[src/rtl/mem_arbiter.sv]
// Two-port round-robin arbiter in front of a single valid/ready memory bus.
// One buffered request per port, one transaction in flight, timeout error on a silent bus.
module mem_arbiter #(
    parameter int TIMEOUT = 1024
) (
    input  logic        clock,
    input  logic        reset,
    input  logic        p0_valid,
    input  logic        p0_instr,
    input  logic [31:0] p0_addr,
    input  logic [31:0] p0_wdata,
    input  logic [3:0]  p0_wstrb,
    output logic [31:0] p0_rdata,
    output logic        p0_ready,
    output logic        p0_err,
    input  logic        p1_valid,
    input  logic        p1_instr,
    input  logic [31:0] p1_addr,
    input  logic [31:0] p1_wdata,
    input  logic [3:0]  p1_wstrb,
    output logic [31:0] p1_rdata,
    output logic        p1_ready,
    output logic        p1_err,
    output logic        mem_valid,
    output logic        mem_instr,
    output logic [31:0] mem_addr,
    output logic [31:0] mem_wdata,
    output logic [3:0]  mem_wstrb,
    input  logic [31:0] mem_rdata,
    input  logic        mem_ready
);
    typedef enum logic {IDLE, BUSY} state_t;

    localparam logic [15:0] CNT_LAST = 16'(TIMEOUT - 1);

    state_t state, state_next;
    logic        owner;
    logic        last_grant;
    logic [15:0] cnt;

    logic [1:0]       pend;
    logic [1:0]       pend_instr;
    logic [1:0][31:0] pend_addr;
    logic [1:0][31:0] pend_wdata;
    logic [1:0][3:0]  pend_wstrb;

    logic [1:0]       in_valid;
    logic [1:0]       in_instr;
    logic [1:0][31:0] in_addr;
    logic [1:0][31:0] in_wdata;
    logic [1:0][3:0]  in_wstrb;

    logic [1:0]  cand;
    logic [1:0]  capture;
    logic [1:0]  grant_mask;
    logic        grant;
    logic        grant_port;
    logic        done;
    logic        timed_out;
    logic        sel_instr;
    logic [31:0] sel_addr;
    logic [31:0] sel_wdata;
    logic [3:0]  sel_wstrb;

    assign in_valid = {p1_valid, p0_valid};
    assign in_instr = {p1_instr, p0_instr};
    assign in_addr  = {p1_addr, p0_addr};
    assign in_wdata = {p1_wdata, p0_wdata};
    assign in_wstrb = {p1_wstrb, p0_wstrb};

    always_ff @(posedge clock or posedge reset) begin
        if (reset) begin
            state <= IDLE;
        end else begin
            state <= state_next;
        end
    end

    always_comb begin
        state_next = state;
        cand       = '0;
        capture    = '0;
        grant      = 1'b0;
        grant_port = 1'b0;
        grant_mask = '0;
        done       = 1'b0;
        timed_out  = 1'b0;
        if (state == IDLE) begin
            // A fresh strobe competes directly; on a tie the port that did not go last wins.
            cand       = pend | in_valid;
            grant      = |cand;
            grant_port = (cand == 2'b11) ? ~last_grant : cand[1];
            grant_mask = {grant & grant_port, grant & ~grant_port};
            if (grant) begin
                state_next = BUSY;
            end
            capture = in_valid & ~pend & ~grant_mask;
        end else begin
            // A response arriving on the last counted cycle still wins over the timeout.
            done      = mem_ready | (cnt == CNT_LAST);
            timed_out = ~mem_ready & (cnt == CNT_LAST);
            if (done) begin
                state_next = IDLE;
            end
            capture = in_valid & ~pend & ({~owner, owner} | {2{done}});
        end
        sel_instr = pend[grant_port] ? pend_instr[grant_port] : in_instr[grant_port];
        sel_addr  = pend[grant_port] ? pend_addr[grant_port]  : in_addr[grant_port];
        sel_wdata = pend[grant_port] ? pend_wdata[grant_port] : in_wdata[grant_port];
        sel_wstrb = pend[grant_port] ? pend_wstrb[grant_port] : in_wstrb[grant_port];
    end

    always_ff @(posedge clock or posedge reset) begin
        if (reset) begin
            owner      <= 1'b0;
            last_grant <= 1'b1;
            cnt        <= '0;
            pend       <= '0;
            mem_valid  <= 1'b0;
            mem_instr  <= 1'b0;
            mem_addr   <= '0;
            mem_wdata  <= '0;
            mem_wstrb  <= '0;
            p0_ready   <= 1'b0;
            p0_rdata   <= '0;
            p0_err     <= 1'b0;
            p1_ready   <= 1'b0;
            p1_rdata   <= '0;
            p1_err     <= 1'b0;
        end else begin
            mem_valid <= grant;
            if (grant) begin
                owner     <= grant_port;
                mem_instr <= sel_instr;
                mem_addr  <= sel_addr;
                mem_wdata <= sel_wdata;
                mem_wstrb <= sel_wstrb;
            end
            cnt <= (state == BUSY && !done) ? cnt + 16'd1 : 16'd0;
            if (done) begin
                last_grant <= owner;
            end
            pend     <= (pend | capture) & ~grant_mask;
            p0_ready <= done & ~owner;
            p0_err   <= timed_out & ~owner;
            p0_rdata <= (done & ~owner & mem_ready) ? mem_rdata : 32'd0;
            p1_ready <= done & owner;
            p1_err   <= timed_out & owner;
            p1_rdata <= (done & owner & mem_ready) ? mem_rdata : 32'd0;
        end
    end

    // Buffered request fields only matter while pend is set, so they carry no reset.
    always_ff @(posedge clock) begin
        for (int i = 0; i < 2; i++) begin
            if (capture[i]) begin
                pend_instr[i] <= in_instr[i];
                pend_addr[i]  <= in_addr[i];
                pend_wdata[i] <= in_wdata[i];
                pend_wstrb[i] <= in_wstrb[i];
            end
        end
    end
endmodule

[config.mk]
export PLATFORM = sky130hd
export DESIGN_NAME = mem_arbiter
export DESIGN_NICKNAME = d
export VERILOG_FILES = /design/src/rtl/mem_arbiter.sv
export SDC_FILE = /design/constraint.sdc
export NUM_CORES = 1
export LEC_CHECK = 0
export CAP_MARGIN = 20
export CORE_UTILIZATION = 45
export DETAILED_ROUTE_END_ITERATION = 10
export GPL_ROUTABILITY_DRIVEN = 0
export PLACE_DENSITY = 0.75
export SLEW_MARGIN = 20
export SYNTH_ARGS = -nofsm -noshare
export SYNTH_HDL_FRONTEND = slang
export SYNTH_SLANG_ARGS = --single-unit
[constraint.sdc]
create_clock -name clock -period 15.45 [get_ports clock]
set_clock_uncertainty 0.05 [all_clocks]
set_input_delay 3.09 -clock clock [delete_from_list [all_inputs] [get_ports clock]]
set_output_delay 3.09 -clock clock [all_outputs]
set_load 0.005 [all_outputs]
==> results of run 1 <==
-- power breakdown --
part / internal, mW / leakage [nW] / switching [mW]
clock network: 0.458 / 0.525 / 0.300
logic: 0.482 / 2.39 / 0.480
registers: 1.05 / 3.34 / 0.0924
-- layout by cell type, fill, tap and decap left out, drive strengths merged, types with 4 or more instances in the layout --
| master | synthesis | routed |
|---|---|---|
| buf | 20 | 7 |
| o221ai | 69 | 69 |
| bufinv | 0 | 4 |
| clkinv | 0 | 12 |
| edfxtp | 138 | 138 |
| clkbuf | 29 | 41 |
| and3 | 5 | 5 |
| nor2 | 21 | 21 |
| a21oi | 6 | 6 |
| dfrtp | 158 | 158 |
| xnor2 | 5 | 5 |
| and2 | 65 | 65 |
| nand2 | 76 | 76 |
| nand4 | 5 | 5 |
| mux2i | 138 | 138 |
| nor3 | 4 | 4 |
| xor2 | 5 | 5 |
| inv | 7 | 8 |
| o21ai | 6 | 6 |
| clkdlybuf4s50 | 0 | 312 |
| or3 | 4 | 4 |
-- metal layers --
metal | up-vias | routed length [um] | global-route usage
met5 | - | 0 | 0
met4 | 0 | 704 | 0.0607
met3 | 54 | 1760 | 0.0364
li1 | 3534 | - | -
met2 | 292 | 14300 | 0.362
met1 | 3832 | 12000 | 0.293
-- cell families (layout without fill, tap and decap cells) --
kind of cell	Yosys count	in the layout	share of synthesized area
AO/OA/AOI/OAI	89	89	0.0631
buffers and inverters	56	384	0.0229
adder cells (fa/ha/maj)	1	1	0.00108
flip-flops	297	297	0.699
XOR/XNOR	10	10	0.00753
multiplexers	139	139	0.120
AND/OR/NAND/NOR	196	196	0.0867
-- sequential cells by signal (all words and copies together), names as in the netlist --
signal	count
cnt	16
last_grant	1
mem_addr	32
mem_instr	1
mem_valid	1
mem_wdata	32
mem_wstrb	4
owner	1
p0_err	1
p0_rdata	32
p0_ready	1
p1_err	1
p1_rdata	32
p1_ready	1
pend	2
pend_addr	64
pend_instr	2
pend_wdata	64
pend_wstrb	8
state	1
-- through the flow --
stage / std cells / util / cell area (um^2)
6_report: 1446 / 0.637 / 16100
5_1_grt: 1446 / 0.637 / 16100
4_1_cts: 1446 / 0.637 / 16100
3_5_place_dp: 1388 / 0.595 / 15000
3_3_place_gp: 1388 / 0.595 / 15000
2_1_floorplan: 788 / - / 11600
-- Yosys cell counts --
cell type | instances | area [um^2]
sky130_fd_sc_hd__dfrtp_1 | 158 | 3950
sky130_fd_sc_hd__edfxtp_1 | 138 | 4140
sky130_fd_sc_hd__mux2i_1 | 138 | 1380
sky130_fd_sc_hd__nand2_1 | 76 | 285
sky130_fd_sc_hd__o221ai_1 | 69 | 604
sky130_fd_sc_hd__and2_1 | 65 | 407
sky130_fd_sc_hd__clkbuf_1 | 29 | 109
sky130_fd_sc_hd__nor2_1 | 21 | 78.8
sky130_fd_sc_hd__buf_4 | 10 | 75.1
sky130_fd_sc_hd__buf_2 | 9 | 45.0
sky130_fd_sc_hd__inv_1 | 7 | 26.3
sky130_fd_sc_hd__a21oi_1 | 6 | 30.0
sky130_fd_sc_hd__and3_1 | 5 | 31.3
sky130_fd_sc_hd__nand4_1 | 5 | 31.3
sky130_fd_sc_hd__o21ai_0 | 5 | 25.0
sky130_fd_sc_hd__xnor2_1 | 5 | 43.8
sky130_fd_sc_hd__xor2_1 | 5 | 43.8
sky130_fd_sc_hd__nor3_1 | 4 | 20.0
sky130_fd_sc_hd__or3_1 | 4 | 25.0
sky130_fd_sc_hd__nand2b_1 | 3 | 18.8
sky130_fd_sc_hd__nand3_1 | 3 | 15.0
sky130_fd_sc_hd__a21o_1 | 2 | 15.0
sky130_fd_sc_hd__and4_1 | 2 | 17.5
sky130_fd_sc_hd__nor2b_1 | 2 | 12.5
sky130_fd_sc_hd__nor4_1 | 2 | 12.5
sky130_fd_sc_hd__a211oi_1 | 1 | 7.51
sky130_fd_sc_hd__buf_6 | 1 | 11.3
sky130_fd_sc_hd__dfstp_2 | 1 | 26.3
sky130_fd_sc_hd__ha_1 | 1 | 12.5
sky130_fd_sc_hd__mux2_2 | 1 | 11.3
sky130_fd_sc_hd__nand4bb_1 | 1 | 11.3
sky130_fd_sc_hd__nor4_4 | 1 | 21.3
sky130_fd_sc_hd__o2111a_1 | 1 | 11.3
sky130_fd_sc_hd__o21a_1 | 1 | 7.51
sky130_fd_sc_hd__o21ai_1 | 1 | 5.00
sky130_fd_sc_hd__o311a_1 | 1 | 10.0
sky130_fd_sc_hd__o31a_1 | 1 | 8.76
sky130_fd_sc_hd__o41ai_1 | 1 | 8.76
sky130_fd_sc_hd__or4_4 | 1 | 11.3
sky130_fd_sc_hd__or4b_2 | 1 | 10.0
-- path summary, 6_finish.rpt --
check	startpoint	to
min reg2reg	mem_addr[20]$_DFFE_PP0P_	mem_addr[20]$_DFFE_PP0P_
max reg2reg	cnt[0]$_DFF_PP0_	pend_addr[30]$_DFFE_PP_
max	p0_valid	pend_addr[63]$_DFFE_PP_
max in group asynchronous	reset	p1_rdata[10]$_DFF_PP0_
min in group asynchronous	reset	p0_rdata[13]$_DFF_PP0_
min	mem_addr[20]$_DFFE_PP0P_	mem_addr[20]$_DFFE_PP0P_
-- critical path, stage by stage --
cell and delay (ps):
sky130_fd_sc_hd__clkdlybuf4s50_1 570, sky130_fd_sc_hd__o21a_1 150, sky130_fd_sc_hd__nor3_2 50, sky130_fd_sc_hd__buf_12 220, sky130_fd_sc_hd__a211oi_4 460, sky130_fd_sc_hd__buf_4 570
-- layout make-up --
type / count / area (um^2) / share of cell area
clock buffer: 41 / 863 / 0.0537
clock inverter: 17 / 189 / 0.0117
inverter: 7 / 31.3 / 0.00194
multi-input combinational: 435 / 3270 / 0.204
sequential: 297 / 8120 / 0.505
tap: 330 / 413 / 0.0257
timing repair buffer: 319 / 3190 / 0.198
==> results.yml, run 1 <==
run_status:
  status: "completed"
place:
  port_buffers: 312
  hpwl_mm: 18.1
  pre_cts_slack_ps: 9780
clocking:
  post_cts.repair.setup_buffers: 0
  clock-sinks: 297
  cts_tree: "yes"
  clockRootBuffer: "sky130_fd_sc_hd__clkbuf_16"
  clkSlewWorstSetupHoldPaths_ps: 60
  cts_max_level: 1
  worst_skew_pair.late_latency_ps: 550
  post_cts.resized_instances: 0
  count_of_hold_fix_buffers_inserted_at_cts: 0
  tritoncts.num_buffers: 31
  clock_tree.buffer_depth: 3
timing:
  finalSetupViolations: 0
  tightestPinTransition_ps: 1270
  hold_viol_final: 0
  final.period_utilization: 0.355
  worst_case_headroom_to_the_max_slew_limit: 0.150
  final.setup.tns_ps: 0
  timing_max_transition_violations_final: 0
  final_layout_worst_hold_slack_ps: 434
  rsz0062_at_grt: "no"
  max_freq_ghz: 0.182
  layout_setup_ws_ps: 9960
  min_tclk_post_route_ps: 5490
route:
  first_iter_violations: 557
  drcViolationCount: 0
  post_drt_wl_per_cell_um: 19.9
  totalWireLength_mm: 28.7
  vias: 7712
  antenna_violating_nets_post_route: 0
  dr.pass1.iters: 4
  viasPerCell: 5.33
global_routing:
  grt_max_degree: 142
  grt_antenna_before_repair: 0
  grt_use_total: 0.217
  grt_pass1_wl_mm: 44.5
  grt_overflow_total: 0
  grt_pass1_vias: 7929
yosys:
  synth.ff_latch_count: 297
  synthDistinctLibCells: 40
  synth_warnings: 0
  syn_area_um2: 11600
  synth_nets: 964
  post_synth.cell_area_avg_um2: 14.8
  seq_area_frac_synth: 0.699
  syn-instance-count: 788
pwr:
  leakage_nw: 6.25
  p_total_mw: 2.86
  power_density_nw_per_um2: 178
  vdd_ir_drop_max_uv: 188
worst_setup_path:
  crit_path_start_kind: "primary input"
  r2r_setup_slack_ps: 12030
  worstSetupPathType: "in2reg"
  r2r_cells: 5
  cp_data_arrival_time_ps: 5610
  timing.critical_path.fanout_max: 141
  end_kind: "flop"
  timing.critical_path.required_ps: 15570
worst_hold_path:
  min_delay_path_depth: 2
  holdCritPathClass: "reg2reg"
floorplan:
  design.portCount: 313
  design.die.area_um2: 26500
  die_width_um: 163
  initial_core_util: 0.460
  std_cell_rows: 58
  die_h_um: 163
  floorplan.core_area_um2: 25300
layout:
  n_antenna_cell: 0
  fraction_of_layout_instances_using_a_drive_strength_above_1: 0.0618
  final_net_count: 1267
  area.growth.synth_to_final_pct: 38.3
  fillCellCount: 1921
run:
  cap_violations: 0
No activity file was read; power rests on OpenSTA's default activity.
==> run 2, diff against run 1 <==
- clock period: 15.45 -> 5.15 ns (I/O delays scaled with it)
==> run 2 against run 1 <==
Effect of this change:
- critical path depth unchanged
- non-clock buffer count increased by 5
- count of clock-buffer cells in the layout up 7
- sequential share of layout area decreased by 0.11 points
- die area unchanged
- critical path type is now reg2reg
- wire length rose by 0.27%
==> results.yml, run 2 (synthesized netlist as in run 1, its figures left out) <==
clocking:
  clockRootBuffer: "sky130_fd_sc_hd__clkbuf_16"
  clkSlewWorstSetupHoldPaths_ps: 60
  cts_max_level: 1
  tritoncts.num_buffers: 31
  cts_tree: "yes"
  post_cts.repair.setup_buffers: 0
  worst_skew_pair.late_latency_ps: 550
  count_of_hold_fix_buffers_inserted_at_cts: 0
  clock_tree.buffer_depth: 3
  post_cts.resized_instances: 0
  clock-sinks: 297
worst_setup_path:
  timing.critical_path.fanout_max: 41
  crit_path_cell_trace: "ha_1 > nand3_1 > nor4_4 > nand2b_1 > o2111a_4 > buf_12"
  slowest_stage: "sky130_fd_sc_hd__nand2b_1"
  worstSetupPathType: "reg2reg"
  cpPeakStageDelay_ps: 610
  cp_data_arrival_time_ps: 3490
  crit_path_start_kind: "flop"
  r2r_cells: 6
  timing.critical_path.required_ps: 5320
  end_kind: "flop"
route:
  first_iter_violations: 540
  totalWireLength_mm: 28.8
  drcViolationCount: 0
  dr.pass1.iters: 4
  m1_wire_length_mm: 12.2
  viasPerCell: 5.27
  topRoutingLayerUsed: "met4"
  antenna_violating_nets_post_route: 0
  dr_wl_met3_mm: 1.41
  post_drt_wl_per_cell_um: 19.9
  met2_wirelength_from_detailed_routing_mm: 14.6
  vias: 7649
floorplan:
  design.portCount: 313
  die_width_um: 163
  floorplan.core_area_um2: 25300
  die_h_um: 163
  std_cell_rows: 58
  design.die.area_um2: 26500
  initial_core_util: 0.460
pwr:
  p_total_mw: 8.54
  power_density_nw_per_um2: 530
  leakage_nw: 6.26
  vdd_ir_drop_max_uv: 365
timing:
  hold_viol_final: 0
  tightestPinTransition_ps: 1020
  final.setup.tns_ps: 0
  timing_max_transition_violations_final: 0
  min_tclk_post_route_ps: 3320
  worst_case_headroom_to_the_max_slew_limit: 0.317
  final_layout_worst_hold_slack_ps: 433
  layout_setup_ws_ps: 1830
  rsz0062_at_grt: "no"
  final.period_utilization: 0.645
  finalSetupViolations: 0
  max_freq_ghz: 0.301
layout:
  final_net_count: 1272
  reg.largest.list: "pend_addr (64), pend_wdata (64)"
  area.growth.synth_to_final_pct: 38.6
  fraction_of_layout_instances_using_a_drive_strength_above_1: 0.0624
  layout_commonest_cell: "sky130_fd_sc_hd__clkdlybuf4s50_1"
  leading_cell_types_in_the_layout_fill_and_taps_excluded: "312 x sky130_fd_sc_hd__clkdlybuf4s50_1, 158 x sky130_fd_sc_hd__dfrtp_1, 138 x sky130_fd_sc_hd__mux2i_1, 138 x sky130_fd_sc_hd__edfxtp_1, 76 x sky130_fd_sc_hd__nand2_1"
  n_antenna_cell: 0
global_routing:
  grt_overflow_total: 0
  grt_use_total: 0.217
  grt_pass1_wl_mm: 44.6
  grt_antenna_before_repair: 0
  grt_max_degree: 117
  grt_pass1_vias: 7986
place:
  hpwl_mm: 18.3
  pre_cts_slack_ps: 1600
  port_buffers: 312
worst_hold_path:
  holdCritPathClass: "reg2reg"
  min_delay_path_depth: 2
run_status:
  status: "completed"
run:
  cap_violations: 0
[run 2: cell count changes in the layout (fill, tap and decap cells not counted), sizes merged]
cell / before / now
buf: 7 / 12
bufinv: 4 / 2
clkbuf: 41 / 48
clkinv: 12 / 7
clkinvlp: 0 / 1
inv: 8 / 7
[run 2: worst paths after layout]
check / startpoint / to / slack (ps)
worst max-delay path: cnt[0]$_DFF_PP0_ / pend_addr[8]$_DFFE_PP_ / 1830
worst min-delay path: mem_wdata[30]$_DFFE_PP0P_ / mem_wdata[30]$_DFFE_PP0P_ / 430
worst max register to register: cnt[0]$_DFF_PP0_ / pend_addr[8]$_DFFE_PP_ / 1830
worst min register to register: mem_wdata[30]$_DFFE_PP0P_ / mem_wdata[30]$_DFFE_PP0P_ / 430
max in group asynchronous: reset / mem_wdata[11]$_DFFE_PP0P_ / 3370
min in group asynchronous: reset / owner$_DFFE_PP0P_ / 950
[run 2: per-layer routing]
metal | vias up | global-route usage
met5 | - | 0
li1 | 3543 | -
met4 | 0 | 0.0586
met2 | 232 | 0.366
met1 | 3836 | 0.294
met3 | 38 | 0.0308
[run 2: critical path: cells and delay by family, from the launching register on]
| family | cells | cell delay, ps |
|---|---|---|
| simple gates | 3 | 1360 |
| compound gates | 1 | 610 |
| flops | 1 | 390 |
| buf+inv | 1 | 320 |
| fa+ha+maj | 1 | 200 |
[run 2: layout make-up]
class	instances	area [um^2]
clock buffers	48	922
repair buffers	324	3250
well taps	330	413
clock inverters	10	103
fillers	1876	9140
inverters	7	30.0
flip-flops and latches	297	8120
multi-input cells	435	3270
[run 2: power by group]
group / switching, mW / internal, mW
sequential: 0.290 / 3.15
clock: 0.892 / 1.33
combinational: 1.43 / 1.45
[run 2: stage by stage]
step           utilization  area, um^2  std cells
3_3_place_gp         0.598       15100       1393
6_report             0.638       16100       1451
5_1_grt              0.638       16100       1451
4_1_cts              0.638       16100       1451
2_1_floorplan            -       11600        788
3_5_place_dp         0.598       15100       1393
